==> config.mk <==
export PLATFORM = sky130hd
export DESIGN_NAME = apb_master_minimal
export DESIGN_NICKNAME = d
export VERILOG_FILES = /design/src/rtl/apb_master_minimal_pkg.sv /design/src/rtl/apb_master_minimal.sv
export SDC_FILE = /design/constraint.sdc
export NUM_CORES = 1
export LEC_CHECK = 0
export ABC_CLOCK_PERIOD_IN_PS = 1600
export BUFFER_PORTS_ARGS = -buffer_cell sky130_fd_sc_hd__buf_2
export CAP_MARGIN = 20
export CORE_MARGIN = 5
export CORE_UTILIZATION = 46
export CTS_BUF_LIST = sky130_fd_sc_hd__clkbuf_16
export DETAILED_ROUTE_END_ITERATION = 12
export GPL_ROUTABILITY_DRIVEN = 0
export GPL_TIMING_DRIVEN = 0
export HOLD_SLACK_MARGIN = 0.1
export PLACE_DENSITY = 0.8
export SETUP_SLACK_MARGIN = 0.5
export SYNTH_ARGS = -nofsm -noshare
export SYNTH_HDL_FRONTEND = slang
export SYNTH_SLANG_ARGS = --single-unit
==> constraint.sdc <==
create_clock -name clk -period 1.6 [get_ports clk]
set_input_delay 0 -clock clk [delete_from_list [all_inputs] [get_ports clk]]
set_output_delay 0 -clock clk [all_outputs]
set_load 0.02 [all_outputs]
==> src/rtl/apb_master_minimal_pkg.sv <==
// apb_master_minimal_pkg: FSM state encoding and APB request/response types
package apb_master_minimal_pkg;

  typedef enum logic [1:0] {
    S_IDLE,
    S_SETUP,
    S_ACCESS,
    S_RESP
  } t_state;

  typedef struct packed {
    logic [31:0] paddr;
    logic        psel;
    logic        penable;
    logic        pwrite;
    logic [31:0] pwdata;
  } t_apb_request;

  typedef struct packed {
    logic [31:0] prdata;
    logic        pready;
    logic        perr;
  } t_apb_response;

endpackage

==> src/rtl/apb_master_minimal.sv <==
// apb_master_minimal: single-transfer APB master; ACCESS timeout when APB_MASTER_MINIMAL_TIMEOUT_EN is defined
module apb_master_minimal
  import apb_master_minimal_pkg::*;
#(
  parameter logic [7:0] TIMEOUT_CYCLES = 8'd255
) (
  input  logic        clk,
  input  logic        reset_n,
  input  logic        clk__enable,
  input  logic        req_valid,
  output logic        req_ready,
  input  logic [31:0] req_addr,
  input  logic        req_write,
  input  logic [31:0] req_wdata,
  output logic        resp_valid,
  input  logic        resp_ack,
  output logic [31:0] resp_rdata,
  output logic        resp_err,
  output logic        resp_timeout,
  output logic [31:0] apb_request__paddr,
  output logic        apb_request__psel,
  output logic        apb_request__penable,
  output logic        apb_request__pwrite,
  output logic [31:0] apb_request__pwdata,
  input  logic [31:0] apb_response__prdata,
  input  logic        apb_response__pready,
  input  logic        apb_response__perr
);

  t_state        r_state;
  t_apb_request  r_req;
  t_apb_response w_rsp;
  logic          r_resp_valid;
  logic          r_resp_err;
  logic [31:0]   r_resp_rdata;

  assign w_rsp = '{prdata: apb_response__prdata, pready: apb_response__pready, perr: apb_response__perr};

  assign req_ready            = (r_state == S_IDLE);
  assign resp_valid           = r_resp_valid;
  assign resp_rdata           = r_resp_rdata;
  assign resp_err             = r_resp_err;
  assign apb_request__paddr   = r_req.paddr;
  assign apb_request__psel    = r_req.psel;
  assign apb_request__penable = r_req.penable;
  assign apb_request__pwrite  = r_req.pwrite;
  assign apb_request__pwdata  = r_req.pwdata;

`ifdef APB_MASTER_MINIMAL_TIMEOUT_EN
  logic       r_resp_timeout;
  logic [7:0] r_tcnt;
  logic [7:0] w_tcnt_next;
  logic       w_expire;

  assign w_tcnt_next  = r_tcnt + 8'd1;
  // expire on the ACCESS cycle that would bring the stalled-cycle count to the limit
  assign w_expire     = (w_tcnt_next == TIMEOUT_CYCLES);
  assign resp_timeout = r_resp_timeout;
`else
  logic w_unused;

  assign w_unused     = ^TIMEOUT_CYCLES;
  assign resp_timeout = 1'b0;
`endif

  // transfer sequencer: IDLE -> SETUP -> ACCESS (wait for pready) -> RESP (wait for ack)
  always_ff @(posedge clk or negedge reset_n)
    if (!reset_n) begin
      r_state      <= S_IDLE;
      r_req        <= '0;
      r_resp_valid <= 1'b0;
      r_resp_err   <= 1'b0;
      r_resp_rdata <= '0;
`ifdef APB_MASTER_MINIMAL_TIMEOUT_EN
      r_resp_timeout <= 1'b0;
      r_tcnt         <= '0;
`endif
    end else if (clk__enable) begin
      case (r_state)
        S_IDLE:
          if (req_valid) begin
            r_state       <= S_SETUP;
            r_req.paddr   <= req_addr;
            r_req.pwrite  <= req_write;
            r_req.pwdata  <= req_wdata;
            r_req.psel    <= 1'b1;
            r_req.penable <= 1'b0;
          end
        S_SETUP: begin
          r_state       <= S_ACCESS;
          r_req.penable <= 1'b1;
`ifdef APB_MASTER_MINIMAL_TIMEOUT_EN
          r_tcnt <= '0;
`endif
        end
        S_ACCESS:
          // a pready arriving on the expiry cycle still completes normally
          if (w_rsp.pready) begin
            r_state       <= S_RESP;
            r_req.psel    <= 1'b0;
            r_req.penable <= 1'b0;
            r_resp_valid  <= 1'b1;
            r_resp_rdata  <= r_req.pwrite ? 32'h0 : w_rsp.prdata;
            r_resp_err    <= w_rsp.perr;
`ifdef APB_MASTER_MINIMAL_TIMEOUT_EN
            r_resp_timeout <= 1'b0;
          end else if (w_expire) begin
            r_state        <= S_RESP;
            r_req.psel     <= 1'b0;
            r_req.penable  <= 1'b0;
            r_resp_valid   <= 1'b1;
            r_resp_rdata   <= 32'h0;
            r_resp_err     <= 1'b1;
            r_resp_timeout <= 1'b1;
          end else begin
            r_tcnt <= w_tcnt_next;
`endif
          end
        S_RESP:
          if (resp_ack) begin
            r_state      <= S_IDLE;
            r_resp_valid <= 1'b0;
          end
        default: r_state <= S_IDLE;
      endcase
    end

endmodule

After elaboration in Yosys (flattened, before gate mapping) --
Index checks and enable logic that the tools add are counted.
Cells by class: equality and inequality tests 6, muxes and demuxes 12, reductions and logical operators 10
Operator list (number):
- 35-bit 2-to-1 mux | 1
- 32-bit 2-to-1 mux | 1
- 4-bit AND reduction | 4
- 2-bit 2-to-1 mux | 4
- 2-bit case mux with 4 select lines | 1
- 2-bit inequality test, second input constant | 3
- 3-bit AND reduction | 2
- 2-bit == test, second input constant | 2
- 1-bit case mux with 2 select lines | 2
- 2-bit nonzero test | 2
- 1-bit case mux with 3 select lines | 1
- 3-bit nonzero test | 1
- 2-bit by 1-bit == test with 1-bit output, second input constant | 1
- 2-bit logical NOT | 1
- 1-bit 2-to-1 mux | 2
Storage, ports and cells: register bits after elaboration 103, bits of input ports 104, output and inout port bits 103, word-level logic and storage cells 37

Depth between registers and ports, before layout --
depth after elaboration 3, mapped depth 7, gate-level depth less buffers 5

Least setup slack after synthesis --
OpenSTA, ideal clock, no wires.
path kind reg2reg, from reg r_state[0], to reg r_req (netlist bit apb_request__paddr[11]), library setup time 125 ps, arrival 1545 ps, setup slack -70 ps, cell stages (with the launch flop) 7, buffers on the path 2, period minus slack after synthesis 1670 ps, cell sequence dfrtp_1 inv_1 ha_1 nand3_1 buf_6 buf_6 mux2_4
Between the ends: longest elaborated chain between the ends 2
Ends and longest elaborated chain:
- start, declared | RTL line apb_master_minimal.sv:30 | t_state r_state;
- start signal, assigned | RTL line apb_master_minimal.sv:69 | r_state <= S_IDLE;
- start signal, assigned | RTL line apb_master_minimal.sv:82 | r_state <= S_SETUP;
- start signal, assigned | RTL line apb_master_minimal.sv:90 | r_state <= S_ACCESS;
- 2-bit logical NOT
- via req_ready | RTL line apb_master_minimal.sv:11 | output logic req_ready,
- 3-bit AND reduction (no line)
- end, declared | RTL line apb_master_minimal.sv:31 | t_apb_request r_req;
The timed path passes the listed nets, and every way through them passes these cells. A chain may end at the register's enable or synchronous reset.

Worst setup path after layout --
from reg r_state[0], to reg r_req (netlist bit apb_request__pwdata[26])
Between the ends: longest elaborated chain between the ends 2
Ends and longest elaborated chain:
- 2-bit logical NOT | RTL line apb_master_minimal.sv:79 | case (r_state)
- 3-bit AND reduction (no line)
No other way between the ends.

==> results.yml <==
cells_and_area:
  syn_to_final_growth_pct: 76.00
  drive_gt1_frac: 0.5855
  utilization: 0.8233
  final_cells: 762
  fin_area_um2: 7571
  finalNetCount: 753
  fill_cells: 489
clock_network:
  cts_buffer_depth: 2
  root_buffer: "clkbuf_16"
  clock_latency_ps: 330
  htree_num_levels: 3
  cts_sinks: 103
  numCtsBuffers: 9
  cts_tree: "yes"
  clk_pin_slew_ps: 70
timing:
  setup_viol_count_final: 0
  rsz0062_at_grt: "true"
  clock_skew_ps: 7.612
  timing.final.crit_share: 0.9468
  hold_ws_ps: 124.5
  fin_ws_ps: 85.16
  drv_slew: 0
  hold_viol: 0
  finalSetupTns_ps: 0
  fmax_mhz: 660.1
  min_period_ps: 1515
job:
  maxCapViolations: 0
placement:
  placed_cells: 626
  postPlaceCellArea_um2: 5528
  dp_slack_ps: -79.41
  io_buffers: 205
  dpl.hpwl_um: 8071
yosys:
  synth_commonest_cells: "dfrtp_1, mux2_4, nand2b_1, nand2_1, o21ai_0"
  synthArstFlopShare: 1.000
  syn_area_um2: 4302
  ys_ff_latch: 103
  yosys.area_share.simple: 0.08290
  synth_compound_area_frac: 0.04857
  synth_top_cell_area_share: 0.5992
  yosysWarnings: 0
  dominantRegCellSynth: "dfrtp_1"
  yosys.area_share.adder: 0.01163
  synth_top_family_by_area: "multiplexers"
  syn_nets: 417
  synth_most_common_cell: "dfrtp_1"
  yosys-top-cells-area: "dfrtp_1, mux2_4, nand2b_1, mux2_2, o21ai_0"
  synth-xor-area-share: 0
  synth-edff-count: 0
  synth_cells: 309
  synth_cell_type_count: 20
  synth_seq_area_share: 0.5992
  muxShareOfSynthArea: 0.2240
  yosys.area.top_type: "dfrtp_1"
  syn_avg_cell_area_um2: 13.92
drt:
  via_per_inst: 5.070
  wirelength_um: 15250
  wire_per_inst_um: 20.01
  ant_nets: 0
  dr.pass1.iters: 4
  via_count: 3863
  drt_iter0_markers: 150
  drc: 0
global_route:
  grtUsageTotal: 0.2553
  grt_overflow: 0
  antenna_found_initial: 1
  grt_pass1_wl_um: 22560
  grt_max_degree: 71
  grt_pass1_vias: 4289
worst_setup_path:
  path_max_fanout: 9
  crit_slowest_cell: "dfrtp_1"
  r2r_start: "r_state[0]"
  arrival_ps: 1730
  max_stage_delay_ps: 400
  crit_required_ps: 1810
  path_class: "flip-flop to flip-flop"
  worstSetupEndpointType: "flip-flop"
  reg2reg_slack_ps: 90
  r2r-end: "apb_request__pwdata[26]"
  crit_chain: "inv_2 > ha_4 > nand3_4 > buf_12 > clkbuf_16 > mux2_4"
  reg2regPathDepth: 6
  startpoint: "r_state[0]"
  crit_path_start_kind: "flip-flop"
hold_path:
  holdPathStages: 3
  hold_path.class: "primary input to flip-flop"
  hp-start: "clk__enable"
  worstHoldEndpoint: "resp_valid"
floorplan:
  fp-row-count: 35
  dieArea_um2: 11380
  start_util: 0.4678
  top_level_ports: 207
  die_h_um: 106.7
  die_w_um: 106.7
  core_area_um2: 9196
power:
  powerDensity_nw_per_um2: 1895
  power.total_mw: 14.35
  peakVddDrop_v: 0.001169
  p_leak_nw: 3.897
run_status:
  run_status: "completed"
## area by class of cell
| cell class | count | area (um^2) | area share |
|---|---|---|---|
| inverter | 5 | 21.27 | 0.002809 |
| clock buffer | 9 | 225.2 | 0.02975 |
| clock inverter | 6 | 85.08 | 0.01124 |
| buffer | 18 | 257.7 | 0.03404 |
| multi-input combinational | 183 | 1888 | 0.2494 |
| tap | 111 | 138.9 | 0.01834 |
| timing repair buffer | 325 | 2372 | 0.3133 |
| sequential | 103 | 2577 | 0.3404 |
| antenna | 2 | 5.005 | 0.0006610 |
## cells by family (layout without fill, tap and decap cells)
family	Yosys count	in the layout
DFF	103	103
and+or+nand+nor	71	71
muxes	69	69
AOI/OAI and AO/OA	38	38
buffers and inverters	23	363
adders and majority gates	4	4
other	1	3
## registers in the layout (all words and copies together) (netlist names)
register	cells
apb_request__pwrite	1
resp_rdata	32
resp_valid	1
apb_request__paddr	32
resp_err	1
apb_request__pwdata	32
r_state	2
apb_request__psel	1
apb_request__penable	1
## timing repair
item / in CTS / in global routing
hold buffers: 100 / 0
gates resized for setup: 74 / 84
pin swaps: 9 / 28
setup endpoints to repair: 104 / 104
gates cloned: 6 / 4
buffers inserted: 8 / 1
endpoints found under the hold margin: 202 / 0
## placed cells by master, fill, tap and decap left out, types with 6 or more instances in the layout
master / n
buf_2: 203
dfrtp_1: 103
dlygate4sd3_1: 100
mux2_4: 53
nand2b_1: 34
o21ai_2: 18
nand2_2: 16
mux2_2: 15
nand2_4: 14
clkbuf_16: 13
o21ai_1: 13
buf_4: 8
buf_8: 7
buf_6: 7
buf_12: 6
## worst max path at each step
stage                                    endpoint  slack, ps  depth (start not counted)
after CTS                 apb_request__pwdata[22]        140                          6
after global placement              resp_rdata[7]       -490                          1
final                     apb_request__pwdata[26]         90                          6
after floorplan            apb_request__paddr[11]        150                          6
after global routing      apb_request__pwdata[26]         40                          6
after detailed placement           resp_rdata[16]        -80                          7
## layer usage
layer / vias up / track usage / share of wire
met5: - / 0 / 0
met1: 1905 / 0.2700 / 0.35
met3: 44 / 0.05298 / 0.064
met4: 0 / 0.09772 / 0.036
li1: 1723 / - / -
met2: 191 / 0.4915 / 0.55
## where the power goes
part	internal (mW)	switching, mW
logic	3.43	3.78
clock network	1.36	0.966
registers	3.90	0.907
total	8.69	5.66
## worst max-delay path, delay by kind of cell (launching register included)
family	cells	cell delay (ps)
buffers and inverters	3	450
DFF	1	400
muxes	1	300
adders and majority gates	1	150
and+or+nand+nor	1	80
Power figures use the tool's default switching activity.
